**src/rtl/add_seq_ctrl.sv**
```systemverilog
// Chunk-serial wide adder sequencer: drives one external WIDTH-bit adder CHUNKS times, LSB chunk first.
// Optional signed-overflow flag is built only when ADD_SEQ_OVERFLOW_EN is defined.
module add_seq_ctrl #(
   parameter int WIDTH  = 8,
   parameter int CHUNKS = 4
) (
   input  logic                      clk,
   input  logic                      rst,
   input  logic                      req_valid,
   output logic                      req_ready,
   input  logic [WIDTH*CHUNKS-1:0]   req_a,
   input  logic [WIDTH*CHUNKS-1:0]   req_b,
   input  logic                      req_cin,
   output logic                      rsp_valid,
   input  logic                      rsp_ready,
   output logic [WIDTH*CHUNKS-1:0]   rsp_sum,
   output logic                      rsp_cout,
   output logic                      rsp_ovf,
   output logic [WIDTH-1:0]          add_a,
   output logic [WIDTH-1:0]          add_b,
   output logic                      add_cin,
   input  logic [WIDTH-1:0]          add_s,
   input  logic                      add_cout,
   output logic [1:0]                dbg_state_o
);

   localparam int IDXW = (CHUNKS > 1) ? $clog2(CHUNKS) : 1;

   typedef enum logic [1:0] {
      ST_IDLE = 2'd0,
      ST_RUN  = 2'd1,
      ST_DONE = 2'd2
   } state_t;

   state_t                        state_q, state_d;
   logic [CHUNKS-1:0][WIDTH-1:0]  a_q, a_d;
   logic [CHUNKS-1:0][WIDTH-1:0]  b_q, b_d;
   logic [CHUNKS-1:0][WIDTH-1:0]  sum_q, sum_d;
   logic                          carry_q, carry_d;
   logic [IDXW-1:0]               idx_q, idx_d;
   logic                          last_chunk;

   assign last_chunk  = (idx_q == IDXW'(CHUNKS - 1));
   assign dbg_state_o = state_q;

   // Handshakes: a transfer happens on a rising edge where valid & ready are both 1;
   // ready never looks at valid, and req_ready/rsp_valid are mutually exclusive.
   assign req_ready = (state_q == ST_IDLE) && !rst;
   assign rsp_valid = (state_q == ST_DONE);
   assign rsp_sum   = sum_q;
   assign rsp_cout  = rsp_valid & carry_q;

   always_ff @(posedge clk) begin
      if (rst) begin
         state_q <= ST_IDLE;
         a_q     <= '0;
         b_q     <= '0;
         sum_q   <= '0;
         carry_q <= 1'b0;
         idx_q   <= '0;
      end else begin
         state_q <= state_d;
         a_q     <= a_d;
         b_q     <= b_d;
         sum_q   <= sum_d;
         carry_q <= carry_d;
         idx_q   <= idx_d;
      end
   end

   always_comb begin
      state_d = state_q;
      a_d     = a_q;
      b_d     = b_q;
      sum_d   = sum_q;
      carry_d = carry_q;
      idx_d   = idx_q;
      add_a   = '0;
      add_b   = '0;
      add_cin = 1'b0;
      case (state_q)
         ST_IDLE: begin
            if (req_valid) begin
               a_d     = req_a;
               b_d     = req_b;
               carry_d = req_cin;
               idx_d   = '0;
               state_d = ST_RUN;
            end
         end
         ST_RUN: begin
            add_a        = a_q[idx_q];
            add_b        = b_q[idx_q];
            add_cin      = carry_q;
            sum_d[idx_q] = add_s;
            carry_d      = add_cout;
            if (last_chunk) begin
               state_d = ST_DONE;
            end else begin
               idx_d = idx_q + IDXW'(1);
            end
         end
         ST_DONE: begin
            if (rsp_ready) begin
               state_d = ST_IDLE;
            end
         end
         default: state_d = ST_IDLE;
      endcase
   end

`ifdef ADD_SEQ_OVERFLOW_EN
   logic ovf_q, ovf_d;

   // The top chunk's sign bits decide two's-complement overflow of the whole W-bit add.
   always_comb begin
      ovf_d = ovf_q;
      if (state_q == ST_RUN && last_chunk) begin
         ovf_d = (add_a[WIDTH-1] ~^ add_b[WIDTH-1]) & (add_s[WIDTH-1] ^ add_a[WIDTH-1]);
      end
   end

   always_ff @(posedge clk) begin
      if (rst) begin
         ovf_q <= 1'b0;
      end else begin
         ovf_q <= ovf_d;
      end
   end

   assign rsp_ovf = rsp_valid & ovf_q;
`else
   assign rsp_ovf = 1'b0;
`endif

endmodule
```
**config.mk**
```make
export PLATFORM = sky130hd
export DESIGN_NAME = add_seq_ctrl
export DESIGN_NICKNAME = d
export VERILOG_FILES = /design/src/rtl/add_seq_ctrl.sv
export SDC_FILE = /design/constraint.sdc
export NUM_CORES = 1
export LEC_CHECK = 0
export ABC_AREA = 1
export BUFFER_PORTS_ARGS = -buffer_cell sky130_fd_sc_hd__buf_2
export CAP_MARGIN = 20
export CELL_PAD_IN_SITES_DETAIL_PLACEMENT = 0
export CELL_PAD_IN_SITES_GLOBAL_PLACEMENT = 1
export CORE_ASPECT_RATIO = 1.1
export CORE_MARGIN = 10
export CORE_UTILIZATION = 35
export DETAILED_ROUTE_END_ITERATION = 7
export PLACE_DENSITY = 0.87
export SLEW_MARGIN = 20
export SYNTH_ARGS = -nofsm -noshare
export SYNTH_HDL_FRONTEND = slang
export SYNTH_SLANG_ARGS = --single-unit
```
**constraint.sdc**
```tcl
create_clock -name clk -period 2.1 [get_ports clk]
set_input_delay 0.42 -clock clk [delete_from_list [all_inputs] [get_ports clk]]
set_output_delay 0.42 -clock clk [all_outputs]
set_load 0.1 [all_outputs]
```
==> results.cfg, run 1 <==
[outcome]
status = completed

[clock_network]
clock-sinks = 101
tritoncts.num_buffers = 9
root_buffer = clkbuf_16
cts_tree = yes
ctsHtreeMaxLevel = 3
clk_path_buf_depth = 2
path_clk_slew_ns = 0.07
cts_setup_buffers = 0
clk_latency_ns = 0.34

[synth]
syn-cell-area_um2 = 4360
yosysMostFrequentCell = nor2_1
seq_area_frac_synth = 0.464
synth-edff-count = 0
synth_top_area_frac = 0.464
ys.flop_type = dfxtp_1
synthCells = 641
synth_cell_types = 22
synth-seq-cells = 101
syn_nets = 723
syn_area_per_cell_um2 = 6.80
synth_async_sr_flop_share = 0
synthTopCellsByArea = dfxtp_1 46%, nor2_1 17%, o21ai_0 10%, nand2_1 8.8%, inv_1 3.6%
yosys.area.top_type = dfxtp_1
synthTopCellsByCount = 202 x nor2_1, 102 x nand2_1, 101 x dfxtp_1
synth_warnings = 0

[floorplanning]
die_x_um = 126
die_y_um = 137
ios = 133
start_util = 0.360
die-area_um2 = 17300
rows = 42
core_um2 = 12100

[grt]
grt_max_degree = 85
grt_pass1_vias = 4495
antenna_found_initial = 3
grt_pass1_wl_mm = 22.1
grt_use_total = 0.158
overflow = 0

[drt]
drc = 0
vias_per_cell = 4.82
totalWireLength_mm = 13.8
wl_per_cell_um = 15.1
drt_iter0_markers = 220
antenna_left = 0
vias = 4398
dr.pass1.iters = 7

[sta]
finClkSkew_ns = 0.00627
drv_slew = 0
setup_viol = 0
worst_slew_pin_slew_ns = 0.594
slew_headroom = 0.604
rsz0062_at_grt = yes
max_freq_ghz = 0.492
hold_violations = 0
finalCritPeriodShare = 0.967
period_needed_ns = 2.03

[placement]
gp_congestion = 0.778
portBuffers = 131
dpl.hpwl_mm = 9.89
dpl_cell_area_um2 = 5550

[setup_path]
crit_path_max_fanout = 18
arrival_ns = 1.61
crit_start = idx_q[0]
critPathRequiredTime_ns = 1.68
critical_path_class = reg -> out
crit_path_end_kind = primary output
r2r-start = dbg_state_o[1]
start_kind = flip-flop

[job]
cap_violations = 0

[pwr]
vdd_ir_drop_max_mv = 0.600
switching_share = 0.330
leakage_nw = 2.74
sequentialPowerShare = 0.424
power_density_nw_per_um2 = 857
clkPwrFrac = 0.321
finalPower_w = 0.00503
p_int_w = 0.00337
p_switching_w = 0.00166
p_comb_frac = 0.255

[cells_and_area]
nets = 838
antenna_cells = 0
final_cell_area_um2 = 5880
drive_above_1_share = 0.253
final_core_util = 0.486
syn2layout_area_growth_pct = 34.9

[hold_path]
hp-class = in -> reg
min_from = rst
sequential cells by signal (all words and copies together), names as in the netlist:
signal       count
dbg_state_o      2
a_q             32
b_q             32
idx_q            2
rsp_sum         32
carry_q          1
layout by cell type, fill, tap and decap left out:
| cell | n |
|---|---|
| a21oi_1 | 4 |
| a21oi_2 | 4 |
| a21oi_4 | 12 |
| buf_12 | 20 |
| buf_2 | 114 |
| buf_4 | 4 |
| buf_6 | 1 |
| buf_8 | 1 |
| bufinv_16 | 1 |
| clkbuf_1 | 2 |
| clkbuf_16 | 9 |
| clkbuf_8 | 1 |
| clkinv_2 | 2 |
| clkinvlp_4 | 1 |
| conb_1 | 1 |
| dfxtp_1 | 98 |
| dfxtp_4 | 3 |
| ha_1 | 4 |
| inv_1 | 40 |
| inv_2 | 7 |
| nand2_1 | 102 |
| nand2_2 | 1 |
| nand2_8 | 1 |
| nand3_1 | 20 |
| nand3_2 | 1 |
| nor2_1 | 199 |
| nor2_2 | 2 |
| nor2_4 | 6 |
| nor3_4 | 1 |
| o21ai_0 | 88 |
| o21ai_1 | 9 |
power by group through the flow:
stage                     Sequential [W]  Combinational (W)  Clock, W
after CTS                        0.00213            0.00129   0.00165
after floorplan                  0.00239           0.000700         0
after global routing             0.00215            0.00139   0.00173
after global placement           0.00216            0.00127         0
after detailed placement         0.00217            0.00128         0
final                            0.00213            0.00129   0.00162
metrics by stage:
| step | setup TNS, ns | instances | hold WS [ns] | worst slack, ns |
|---|---|---|---|---|
| 6_report | 0 | 913 | 0.291 | 0.0695 |
| 5_1_grt | -0.00110 | 913 | 0.296 | -0.000786 |
| 4_1_cts | 0 | 913 | 0.286 | 0.0202 |
| 3_5_place_dp | 0 | 899 | 0.473 | 0.179 |
| 3_3_place_gp | 0 | 899 | 0.464 | 0.193 |
| 2_1_floorplan | -0.650 | 641 | 0.455 | -0.167 |
kinds of logic (layout without fill, tap and decap cells):
group / count (synthesis) / count (layout) / synth area share
AO/OA/AOI/OAI: 117 / 117 / 0.134
adder cells (fa/ha/maj): 4 / 4 / 0.0115
buffers and inverters: 85 / 203 / 0.0850
flip-flops: 101 / 101 / 0.464
other: 1 / 1 / 0.000861
AND/OR/NAND/NOR: 333 / 333 / 0.304
cell type report:
class                   count  area (um2)
multi-input cells         455        2150
flip-flops and latches    101        2030
clock inverters             2        35.0
clock buffers              12         246
inverters                  49         189
well taps                 154         193
fillers                  1222        6210
repair buffers            140        1030
what timing repair did:
action	in CTS	in global routing
pin swaps	0	2
endpoints found under the setup margin	16	15
resized for setup	5	7
hold buffers	0	0
worst paths after layout:
kind                                  endpoint  slack (ns)  depth (start not counted)
worst min-delay path            dbg_state_o[1]        0.29                          2
worst max register to register     rsp_sum[20]        0.48                          7
worst min register to register         b_q[11]        0.48                          2
worst max-delay path                  add_a[1]        0.07                          7
per-layer routing:
metal / up-vias / part of all wire / global-route usage
met5: - / 0.0015 / 0
met1: 1999 / 0.42 / 0.176
met3: 21 / 0.092 / 0.0650
met4: 4 / 0.018 / 0.0500
li1: 2219 / - / -
met2: 155 / 0.47 / 0.267
critical path, stage by stage, from the launching register on:
cell and delay, ns:
dfxtp_4 0.37, clkinvlp_4 0.09, buf_8 0.17, nand2_1 0.06
nand2_1 0.08, nand2_1 0.11, a21oi_4 0.19, buf_12 0.19
No activity file was read; power rests on OpenSTA's default activity.
==> run 2, diff against run 1 <==
--- a/config.mk
+++ b/config.mk
@@ -14,6 +14,7 @@
 export CORE_MARGIN = 10
 export CORE_UTILIZATION = 35
 export DETAILED_ROUTE_END_ITERATION = 7
+export GPL_TIMING_DRIVEN = 0
 export PLACE_DENSITY = 0.87
 export SLEW_MARGIN = 20
 export SYNTH_ARGS = -nofsm -noshare
==> run 2 against run 1 <==
Compared with the run above:
- critical path depth unchanged
- first-iteration DRC count grew 18%
- sequential power about the same
- highest routed layer unchanged
- critical endpoint is now add_b[6]
- cell count up 3.6%
- total power increased by 5.9%
==> results.cfg, run 2 (synthesized netlist as in run 1, its figures left out) <==
[drt]
drt_iter0_markers = 259
vias = 4524
totalWireLength_mm = 14.6
antenna_left = 0
wl_per_cell_um = 15.4
drc = 0
vias_per_cell = 4.78
dr.pass1.iters = 4

[clock_network]
clk_path_buf_depth = 2
ctsHtreeMaxLevel = 3
clock-sinks = 101
clk_latency_ns = 0.35
cts_tree = yes
tritoncts.num_buffers = 9
path_clk_slew_ns = 0.07
root_buffer = clkbuf_16

[sta]
setup_tns_ns = 0
drv_slew = 0
hold_violations = 0
finalCritPeriodShare = 0.976
setup_viol = 0
max_freq_ghz = 0.488
period_needed_ns = 2.05
rsz0062_at_grt = yes
finClkSkew_ns = 0.00581

[pwr]
leakage_nw = 2.89
vdd_ir_drop_max_mv = 0.507
finalPower_w = 0.00533
power_density_nw_per_um2 = 865

[floorplanning]
die-area_um2 = 17300
core_um2 = 12100
die_y_um = 137
rows = 42
die_x_um = 126
ios = 133
start_util = 0.360

[grt]
grt_max_degree = 18
grt_pass1_vias = 4670
antenna_found_initial = 3
grt_pass1_wl_mm = 23.0
overflow = 0
grt_use_total = 0.165

[setup_path]
critPathRequiredTime_ns = 1.68
critical_path_class = reg -> out
slowest_delay_ns = 0.34
crit_path_end_kind = primary output
start_kind = flip-flop
path_depth = 7
rr_worst_depth = 9
cp_cell_sequence = buf_6 -> clkinv_8 -> buf_8 -> nand2_1 -> nand3_2 -> a21oi_4 -> buf_12
slowest_stage = dfxtp_2
crit_path_max_fanout = 10
reg2reg_slack_ns = 0.54
r2r-end = rsp_sum[10]
critPathCapture = add_b[6]
path_buf_inv = 4
r2r-start = idx_q[1]
arrival_ns = 1.63
crit_family = buffers and inverters
crit_start = idx_q[0]

[job]
cap_violations = 0

[hold_path]
hp-class = in -> reg
hold_path_depth = 2

[cells_and_area]
syn2layout_area_growth_pct = 41.5
instances_no_fill = 946
n_fill_cell = 1194
layout_common_cells = 199 x nor2_1, 120 x buf_2, 97 x dfxtp_1, 96 x nand2_1, 88 x o21ai_0
final_common_cell = nor2_1
drive_above_1_share = 0.286
nets = 868

[placement]
dpl.hpwl_mm = 11.1
dp_cells = 926
portBuffers = 131
gp_congestion = 0.790

[outcome]
status = completed
-- run 2: how the worst min path moves through the flow --
stage                       start             end
after detailed placement  b_q[26]         b_q[26]
after CTS                     rst  dbg_state_o[1]
after global routing          rst  dbg_state_o[0]
after global placement    b_q[10]         b_q[10]
after floorplan           a_q[24]         a_q[24]
final                         rst  dbg_state_o[1]
-- run 2: through the flow --
stage | hold slack [ns] | util | cell area [um2] | setup WS (ns)
after global routing | 0.282 | 0.510 | 6160 | -0.0111
after floorplan | 0.455 | - | 4540 | -0.167
final | 0.271 | 0.510 | 6160 | 0.0500
after global placement | 0.462 | 0.446 | 5390 | -0.261
after CTS | 0.262 | 0.500 | 6040 | -0.00432
after detailed placement | 0.473 | 0.446 | 5390 | -0.256
-- run 2: cell type report --
cell class / instances / area [um2] / share of cell area
multi-input cells: 455 / 2190 / 0.355
flip-flops and latches: 101 / 2030 / 0.330
repair buffers: 134 / 937 / 0.152
plain buffers: 36 / 284 / 0.0461
clock buffers: 10 / 229 / 0.0371
inverters: 49 / 201 / 0.0327
well taps: 154 / 193 / 0.0313
clock inverters: 6 / 93.8 / 0.0152
diodes: 1 / 2.50 / 0.000406
-- run 2: report_power, final --
part	leakage (nW)	internal (W)	switching, W	total [W]
Combinational	1.90	0.000422	0.000950	0.00137
Clock	0.154	0.00106	0.000771	0.00183
Sequential	0.834	0.00205	0.0000758	0.00213
-- run 2: repair_timing --
action / 4_1_cts / 5_1_grt
hold buffers: 0 / 0
pin swaps: 7 / 13
buffers inserted: 1 / 1
cloned: 0 / 1
endpoints found under the setup margin: 17 / 17
resized for setup: 94 / 23
-- run 2: per-layer routing --
metal	global-route usage	up-vias	routed length (um)
li1	-	2288	-
met1	0.186	2063	6070
met2	0.271	142	6850
met3	0.0646	27	1350
met4	0.0766	4	310
met5	0	-	24
